<file path="src/rtl/lifo_stack_pkg.sv">
// Shared constants, op encodings and a depth helper for the LIFO stack.
// Optional build macro used by this slice: STACK_ERR_EN (sticky error flag).
package stack_pkg;

    localparam int W_DEF = 8;
    localparam int H_DEF = 3;
    localparam int DEPTH = 2 ** H_DEF;

    // Count/pointer needs one extra bit so that "full" (== DEPTH) is representable.
    typedef logic [H_DEF:0] cnt_t;

    localparam logic OP_PUSH = 1'b1;
    localparam logic OP_POP  = 1'b0;

    function automatic int depth_of(input int h);
        return 2 ** h;
    endfunction

endpackage

</file>
<file path="src/rtl/lifo_stack_if.sv">
// Push/pop request and status bundle between a stack user (master) and the stack (slave).
// The err member only exists when STACK_ERR_EN is defined.
interface lifo_stack_if
    import stack_pkg::*;
#(
    parameter int W = W_DEF
) ();

    logic         en;
    logic         rw;
    logic [W-1:0] data_in;
    logic [W-1:0] data_out;
    logic         full;
    logic         empty;

`ifdef STACK_ERR_EN
    logic         err;

    modport master (
        output en, rw, data_in,
        input  data_out, full, empty, err
    );

    modport slave (
        input  en, rw, data_in,
        output data_out, full, empty, err
    );
`else
    modport master (
        output en, rw, data_in,
        input  data_out, full, empty
    );

    modport slave (
        input  en, rw, data_in,
        output data_out, full, empty
    );
`endif

endinterface

</file>
<file path="src/rtl/lifo_stack_ram.sv">
// DEPTH x W storage for the LIFO: synchronous write, synchronous clear, registered read.
// stack_mem keeps its name so benches can observe it hierarchically.
module stack_ram
    import stack_pkg::*;
#(
    parameter int W = W_DEF,
    parameter int H = H_DEF
) (
    input  logic         clk,
    input  logic         clear,
    input  logic         we,
    input  logic [H-1:0] waddr,
    input  logic [W-1:0] wdata,
    input  logic         re,
    input  logic [H-1:0] raddr,
    output logic [W-1:0] rdata
);

    localparam int D = depth_of(H);

    logic [W-1:0] stack_mem [0:D-1];
    logic [W-1:0] rdata_q;

    always_ff @(posedge clk) begin
        if (!clear) begin
            for (int i = 0; i < D; i++) begin
                stack_mem[i] <= '0;
            end
            rdata_q <= '0;
        end else begin
            if (we) begin
                stack_mem[waddr] <= wdata;
            end
            // Popped entries are left in place; only the read register moves.
            if (re) begin
                rdata_q <= stack_mem[raddr];
            end
        end
    end

    assign rdata = rdata_q;

endmodule

</file>
<file path="src/rtl/lifo_stack.sv">
// LIFO stack top: occupancy count, full/empty decode and push/pop qualification.
// Define STACK_ERR_EN to add a sticky err flag for ignored push-when-full / pop-when-empty.
module lifo_stack
    import stack_pkg::*;
#(
    parameter int W = W_DEF,
    parameter int H = H_DEF
) (
    input  logic         clk,
    input  logic         clear,
    lifo_stack_if.slave  bus
);

    localparam int         D        = depth_of(H);
    localparam logic [H:0] CNT_FULL = (H+1)'(D);

    logic [H:0]   cnt_q;
    logic [H:0]   cnt_d;
    logic         push_ok;
    logic         pop_ok;
    logic [H-1:0] waddr;
    logic [H-1:0] raddr;
    logic [W-1:0] rdata;

    assign bus.full  = (cnt_q == CNT_FULL);
    assign bus.empty = (cnt_q == '0);

    always_comb begin
        push_ok = bus.en && (bus.rw == OP_PUSH) && !bus.full;
        pop_ok  = bus.en && (bus.rw == OP_POP)  && !bus.empty;
        cnt_d   = cnt_q;
        if (push_ok) begin
            cnt_d = cnt_q + (H+1)'(1);
        end else if (pop_ok) begin
            cnt_d = cnt_q - (H+1)'(1);
        end
    end

    always_ff @(posedge clk) begin
        if (!clear) begin
            cnt_q <= '0;
        end else begin
            cnt_q <= cnt_d;
        end
    end

    // Low H bits wrap correctly for the top entry: cnt==DEPTH reads index DEPTH-1.
    assign waddr = cnt_q[H-1:0];
    assign raddr = cnt_q[H-1:0] - H'(1);

    stack_ram #(
        .W (W),
        .H (H)
    ) u_ram (
        .clk   (clk),
        .clear (clear),
        .we    (push_ok),
        .waddr (waddr),
        .wdata (bus.data_in),
        .re    (pop_ok),
        .raddr (raddr),
        .rdata (rdata)
    );

    assign bus.data_out = rdata;

`ifdef STACK_ERR_EN
    logic err_q;
    logic err_d;

    always_comb begin
        err_d = err_q;
        if (bus.en && (bus.rw == OP_PUSH) && bus.full) begin
            err_d = 1'b1;
        end
        if (bus.en && (bus.rw == OP_POP) && bus.empty) begin
            err_d = 1'b1;
        end
    end

    always_ff @(posedge clk) begin
        if (!clear) begin
            err_q <= 1'b0;
        end else begin
            err_q <= err_d;
        end
    end

    assign bus.err = err_q;
`endif

endmodule

</file>
<file path="src/flat_wrapper.sv">
// flat-port wrapper written by rule: the top's interface ports become plain ports
module lifo_stack_flat import stack_pkg::*;
#(
    parameter int W = W_DEF,
    parameter int H = H_DEF
)
  (clk, clear, bus_en, bus_rw, bus_data_in, bus_data_out, bus_full, bus_empty);
  lifo_stack_if #(.W(W)) bus_i ();
  input  logic clk;
  input  logic clear;
  input wire logic [$bits(bus_i.en)-1:0] bus_en;
  input wire logic [$bits(bus_i.rw)-1:0] bus_rw;
  input wire logic [$bits(bus_i.data_in)-1:0] bus_data_in;
  output wire logic [$bits(bus_i.data_out)-1:0] bus_data_out;
  output wire logic [$bits(bus_i.full)-1:0] bus_full;
  output wire logic [$bits(bus_i.empty)-1:0] bus_empty;
  assign bus_i.en = bus_en;
  assign bus_i.rw = bus_rw;
  assign bus_i.data_in = bus_data_in;
  assign bus_data_out = bus_i.data_out;
  assign bus_full = bus_i.full;
  assign bus_empty = bus_i.empty;
  lifo_stack #(.W(W), .H(H)) u_core (.clk(clk), .clear(clear), .bus(bus_i));
endmodule
</file>
<file path="config.mk">
export PLATFORM = sky130hd
export DESIGN_NAME = lifo_stack_flat
export DESIGN_NICKNAME = d
export VERILOG_FILES = /design/src/rtl/lifo_stack_pkg.sv /design/src/rtl/lifo_stack_if.sv /design/src/rtl/lifo_stack_ram.sv /design/src/rtl/lifo_stack.sv /design/src/flat_wrapper.sv
export SDC_FILE = /design/constraint.sdc
export NUM_CORES = 1
export LEC_CHECK = 0
export CAP_MARGIN = 10
export CORE_MARGIN = 2
export CORE_UTILIZATION = 62
export DETAILED_ROUTE_END_ITERATION = 8
export PLACE_DENSITY = 0.83
export SLEW_MARGIN = 20
export SYNTH_ARGS = -nofsm -noshare
export SYNTH_HDL_FRONTEND = slang
export SYNTH_SLANG_ARGS = --single-unit
</file>
<file path="constraint.sdc">
create_clock -name clk -period 7 [get_ports clk]
set_input_delay 1.05 -clock clk [delete_from_list [all_inputs] [get_ports clk]]
set_output_delay 1.05 -clock clk [all_outputs]
set_load 0.1 [all_outputs]
</file>
* Yosys cells after proc, flatten, opt, wreduce, memory -nomap -nowiden *
Memory sizes are Yosys's and may differ from the RTL's. A register that Yosys moved wholly into a read port is not among the register bits.
Index checks and enable logic that the tools add are counted.

storage, ports and cells
  flip-flop bits (word level) = 4
  bits in writable memories = 64
  bits of input ports = 12
  output and inout port bits = 10
  logic and storage cells = 26
  memories kept = 1

memory list
  name                    words  bits a word  read ports  clocked after memory_dff  write ports  RTL line              source
  u_core.u_ram.stack_mem  8      8            1           1                         8            lifo_stack_ram.sv:21  logic [W-1:0] stack_mem [0:D-1];

operators by class
  add/sub/neg operators = 3
  equality and inequality tests = 1
  multiplexer cells = 9
  bitwise operators = 1
  reduce and logical (&&, ||, !) cells = 10

operators with widths
  kind                                                                 number
  4-bit two-way mux                                                    2
  8-bit two-way mux                                                    1
  8-bit OR reduction                                                   1
  1-bit two-way mux                                                    5
  4-bit by 1-bit adder with 4-bit output (second input constant)       1
  4-bit == test (second input constant)                                1
  1-bit logical AND                                                    4
  4-bit logical NOT                                                    1
  4-bit by 1-bit subtractor with 4-bit output (second input constant)  1
  1-bit logical NOT                                                    3
  3-bit two-way mux                                                    1
  3-bit by 1-bit subtractor with 3-bit output (second input constant)  1
  2-bit nonzero test                                                   1
  1-bit inverter                                                       1

* Longest topological paths before layout *
  depth in word-level cells = 8
  mapped depth = 11
  mapped depth without buffers = 9

* Cells and area by module *
A second synthesis with hierarchy kept.

unflattened totals
  cells, all modules = 272
  area, all modules = 3,578.4 µm²

modules (own cells, without submodules)
  module      instances  cells each  area an instance (µm²)  seq. area each (µm²)
  stack_ram   1          233         3,234.4                 2,082.0
  lifo_stack  1          39          344.1                   80.1

* Worst setup path after synthesis *
OpenSTA, ideal clock, no wires.

  kind = register -> output
  from = register u_core.cnt_q[0]
  to = output port bus_empty
  arrival = 3.268 ns
  data required time = 5.950 ns
  setup slack = 2.682 ns
  stages on the path, launching flop included = 6
  buffers on the path = 2
  cells stage by stage = dfxtp_1 buf_6 buf_4 inv_1 ha_1 nor3b_1

between the ends
  word-level cells in the longest chain between the ends = 1

RTL lines
  element                 RTL line            source
  start, declared         lifo_stack.sv:17    logic [H:0] cnt_q;
  start signal, assigned  lifo_stack.sv:43    cnt_q <= cnt_d;
  4-bit logical NOT       lifo_stack.sv:26    assign bus.empty = (cnt_q == '0);
  end, declared           flat_wrapper.sv:16  output wire logic [$bits(bus_i.empty)-1:0] bus_empty;

No other way between the ends.

* Worst setup path after layout *
Ends and elaborated chain as after synthesis.

==> out/results.tsv <==
stage	metric	value	unit
floorplanning	die area	6330	µm²
yosys	Mean Syn Cell Area	14.4	µm²
yosys	Mapped Nets	262	
hold_path	worst hold-check path type	flip-flop to flip-flop	
routing	Iter 0 DRT Violations	174	
floorplanning	Core ar.	5510	µm²
yosys	Syn Inst Count	246	
sta	WHS	0.436	ns
critical_path	FF-to-FF setup slack	4.13	ns
clock_tree	H-tree depth	3	
power	VDD IR-drop max	0.000332	V
floorplanning	Initial Utilization	64.3	%
clock_tree	setup bufs post-CTS	0	
sta	Setup TNS	0	ns
clock_tree	hold buffer count at CTS	0	
critical_path	Worst Path Arrival	2.88	ns
yosys	adder-cell share of the synthesized area	1.63	%
clock_tree	TritonCTS clock tree	yes	
critical_path	Worst path top cell family by delay	buffers and inverters	
yosys	Synth Area in Compound Gates	3.85	%
sta	setup repair after global routing missed its margin	false	
yosys	register area share after synthesis	61.1	%
sta	Setup WS post-layout	3.07	ns
routing	total number of vias	2067	
power	P per Cell Area	344	nW/µm²
yosys	synthesized flop and latch total	76	
final_layout	commonest non-fill, non-tap cells in the layout	and2_1 (65), edfxtp_1 (64), nand2_1 (22), clkdlybuf4s50_1 (21), mux4_2 (16)	
sta	final hold vios	0	
critical_path	critical path capture point type	primary output	
clock_tree	CTS sink count	76	
critical_path	Req. time, crit path	5.95	ns
critical_path	critical path class	flip-flop to primary output	
global_route	global-route wire length before repair	10700	µm
final_layout	Non-Filler Instances	350	
sta	Slew @ Worst Pin	0.974	ns
power	Overall Power	1.37	mW
final_layout	fillers	352	
critical_path	Critical Path, Cell by Cell	buf_4 > inv_1 > ha_1 > nor3b_1 > clkdlybuf4s50_1	
routing	DR pass1 iterations	4	
routing	Post-DRT Antenna Nets	0	
placed_design	Area after DPL	3810	µm²
global_route	GRT Total Usage	24.1	%
placed_design	DP Worst Slack	3.28	ns
placed_design	gpl congestion	0.768	
final_layout	antenna diode count	0	
floorplanning	die extent in x	79.5	µm
yosys	Synth Area in Simple Gates	19.4	%
final_layout	layout cells sized above 1	15.5	%
sta	Max Clk Rate	0.255	GHz
yosys	number of synthesis warnings	0	
yosys	Netlist cell types	37	
floorplanning	IO Count	22	
clock_tree	PostCTS Resize Cnt	0	
clock_tree	largest buffer count on any clock path	2	
sta	max-slew violations	0	
placed_design	detailed placer's ending HPWL	4580	µm
floorplanning	Die H	79.5	µm
global_route	largest net degree at the start of global routing	27	
clock_tree	root buf cell	clkbuf_8	
critical_path	Largest stage delay, worst path	1.19	ns
outcome	status	completed	
clock_tree	Clk Latency, worst-skew pair	0.35	ns
sta	min Tclk post-route	3.93	ns
critical_path	Buf+Inv Stages, Crit Path	3	
global_route	total grt overflow	0	
yosys	largest family of logic cells by synthesized area	simple AND/OR/NAND/NOR gates	
routing	DR WL/cell	19.3	µm
placed_design	Post-Place Cells	334	
clock_tree	clock transition at the registers of the reported paths	0.08	ns
yosys	mux cell area share after synthesis	11.4	%
final_layout	Core Util, Final	72.4	%
sta	clk_skew	0.00963	ns
critical_path	crit path launch type	flip-flop	
final_layout	Nets	289	
final_layout	most common cell after layout, fill and taps aside	and2_1	
yosys	Post-Synth XOR/XNOR Area	0.743	%
critical_path	crit path max fanout	26	
clock_tree	CTS Buf Count	9	
global_route	antenna violations before repair	0	
sta	fin crit share	56.1	%
placed_design	number of port buffers	21	
sta	setup violators final	0	
critical_path	slowest CP cell	clkdlybuf4s50_1	
job	max-cap viol count	0	
yosys	synthesized area	3540	µm²
routing	DRC viols	0	
final_layout	Design Area, Final	3990	µm²
routing	aggregate routed wire length	6760	µm
routing	Vias/cell	5.91	
sta	relative slew slack	34.9	%
floorplanning	Row Count	27	
final_layout	Layout Area Growth over Synthesis	12.7	%
power	LEAKAGE	1.47	nW
global_route	vias in the first global route	2053	
-- cells in the mapped netlist --
master	instances	area (µm²)
nor2_1	2	7.51
a21o_1	1	7.51
nor3_4	3	48.8
buf_6	2	22.5
a211oi_2	1	12.5
mux2i_1	3	30.0
mux4_2	16	360
o21ai_0	3	15.0
buf_2	2	10.0
edfxtp_1	64	1920
o21a_1	1	7.51
ha_1	3	37.5
nand3b_1	2	15.0
o21ai_1	1	5.00
nor3b_1	1	7.51
nor3_1	2	10.0
dfxtp_1	12	240
buf_4	1	7.51
nor2_4	1	11.3
inv_1	4	15.0
xnor2_1	1	8.76
nor2b_1	2	12.5
a22oi_1	8	60.1
xor2_1	2	17.5
and4b_1	1	10.0
nand3_1	2	10.0
a21oi_1	1	5.00
fa_1	1	20.0
o22ai_1	1	6.26
nand2_1	22	82.6
and2_1	65	407
mux2_2	1	11.3
nand2b_1	8	50.1
a211o_4	1	17.5
nand4_1	1	6.26
nand3_2	1	10.0
clkbuf_1	3	11.3
-- final timing paths --
path | start | to | depth (start not counted)
hold reg to reg | u_core.u_ram.rdata[3] | u_core.u_ram.rdata[3] | 2
hold / removal | u_core.u_ram.rdata[3] | u_core.u_ram.rdata[3] | 2
setup reg to reg | u_core.cnt_q[0] | u_core.cnt_q[3] | 10
setup / recovery | u_core.cnt_q[0] | bus_empty | 5
-- state kept, by name, indices dropped and copies added (netlist names) --
| signal | flops |
|---|---|
| u_core.cnt_q | 4 |
| u_core.u_ram.rdata | 8 |
| u_core.u_ram.stack_mem | 64 |
-- final cells by class --
cell class	count	area (µm²)	share of cell area, %
well taps	72	90.1	2.26
inverters	4	15.0	0.377
multi-input cells	158	1310	32.9
flip-flops and latches	76	2160	54.2
clock buffers	10	138	3.45
clock inverters	6	40.0	1.00
repair buffers	24	233	5.84
-- cells by family (layout without fill, tap and decap cells) --
family / after synthesis / in the layout
AOI/OAI and AO/OA: 18 / 18
xor gates and xnor gates: 3 / 3
adders and majority gates: 4 / 4
buffers and inverters: 12 / 44
DFF: 76 / 76
muxes: 20 / 20
and+or+nand+nor: 113 / 113
-- worst register-to-register path: stages, from the launching register on --
cell and delay, ns:
dfxtp_1 0.32, buf_4 0.40, inv_1 0.19, ha_1 0.30, nand3b_1 0.18, nand3_1 0.19, ha_1 0.33, a21o_1 0.18
a21oi_1 0.26, mux2_2 0.37, o22ai_1 0.09
-- metal layers --
layer,share of wire (%),GRT usage [%],vias up
met5,0,0,-
met4,2.5,11.4,0
met3,6.6,6.00,12
met2,51,39.7,75
met1,40,30.1,1022
li1,-,-,958
-- report_power, final --
group | switching [mW] | internal (mW)
registers | 0.0333 | 0.535
clock network | 0.160 | 0.137
logic | 0.316 | 0.191
total | 0.509 | 0.863
(Power assumes the default switching activity.)
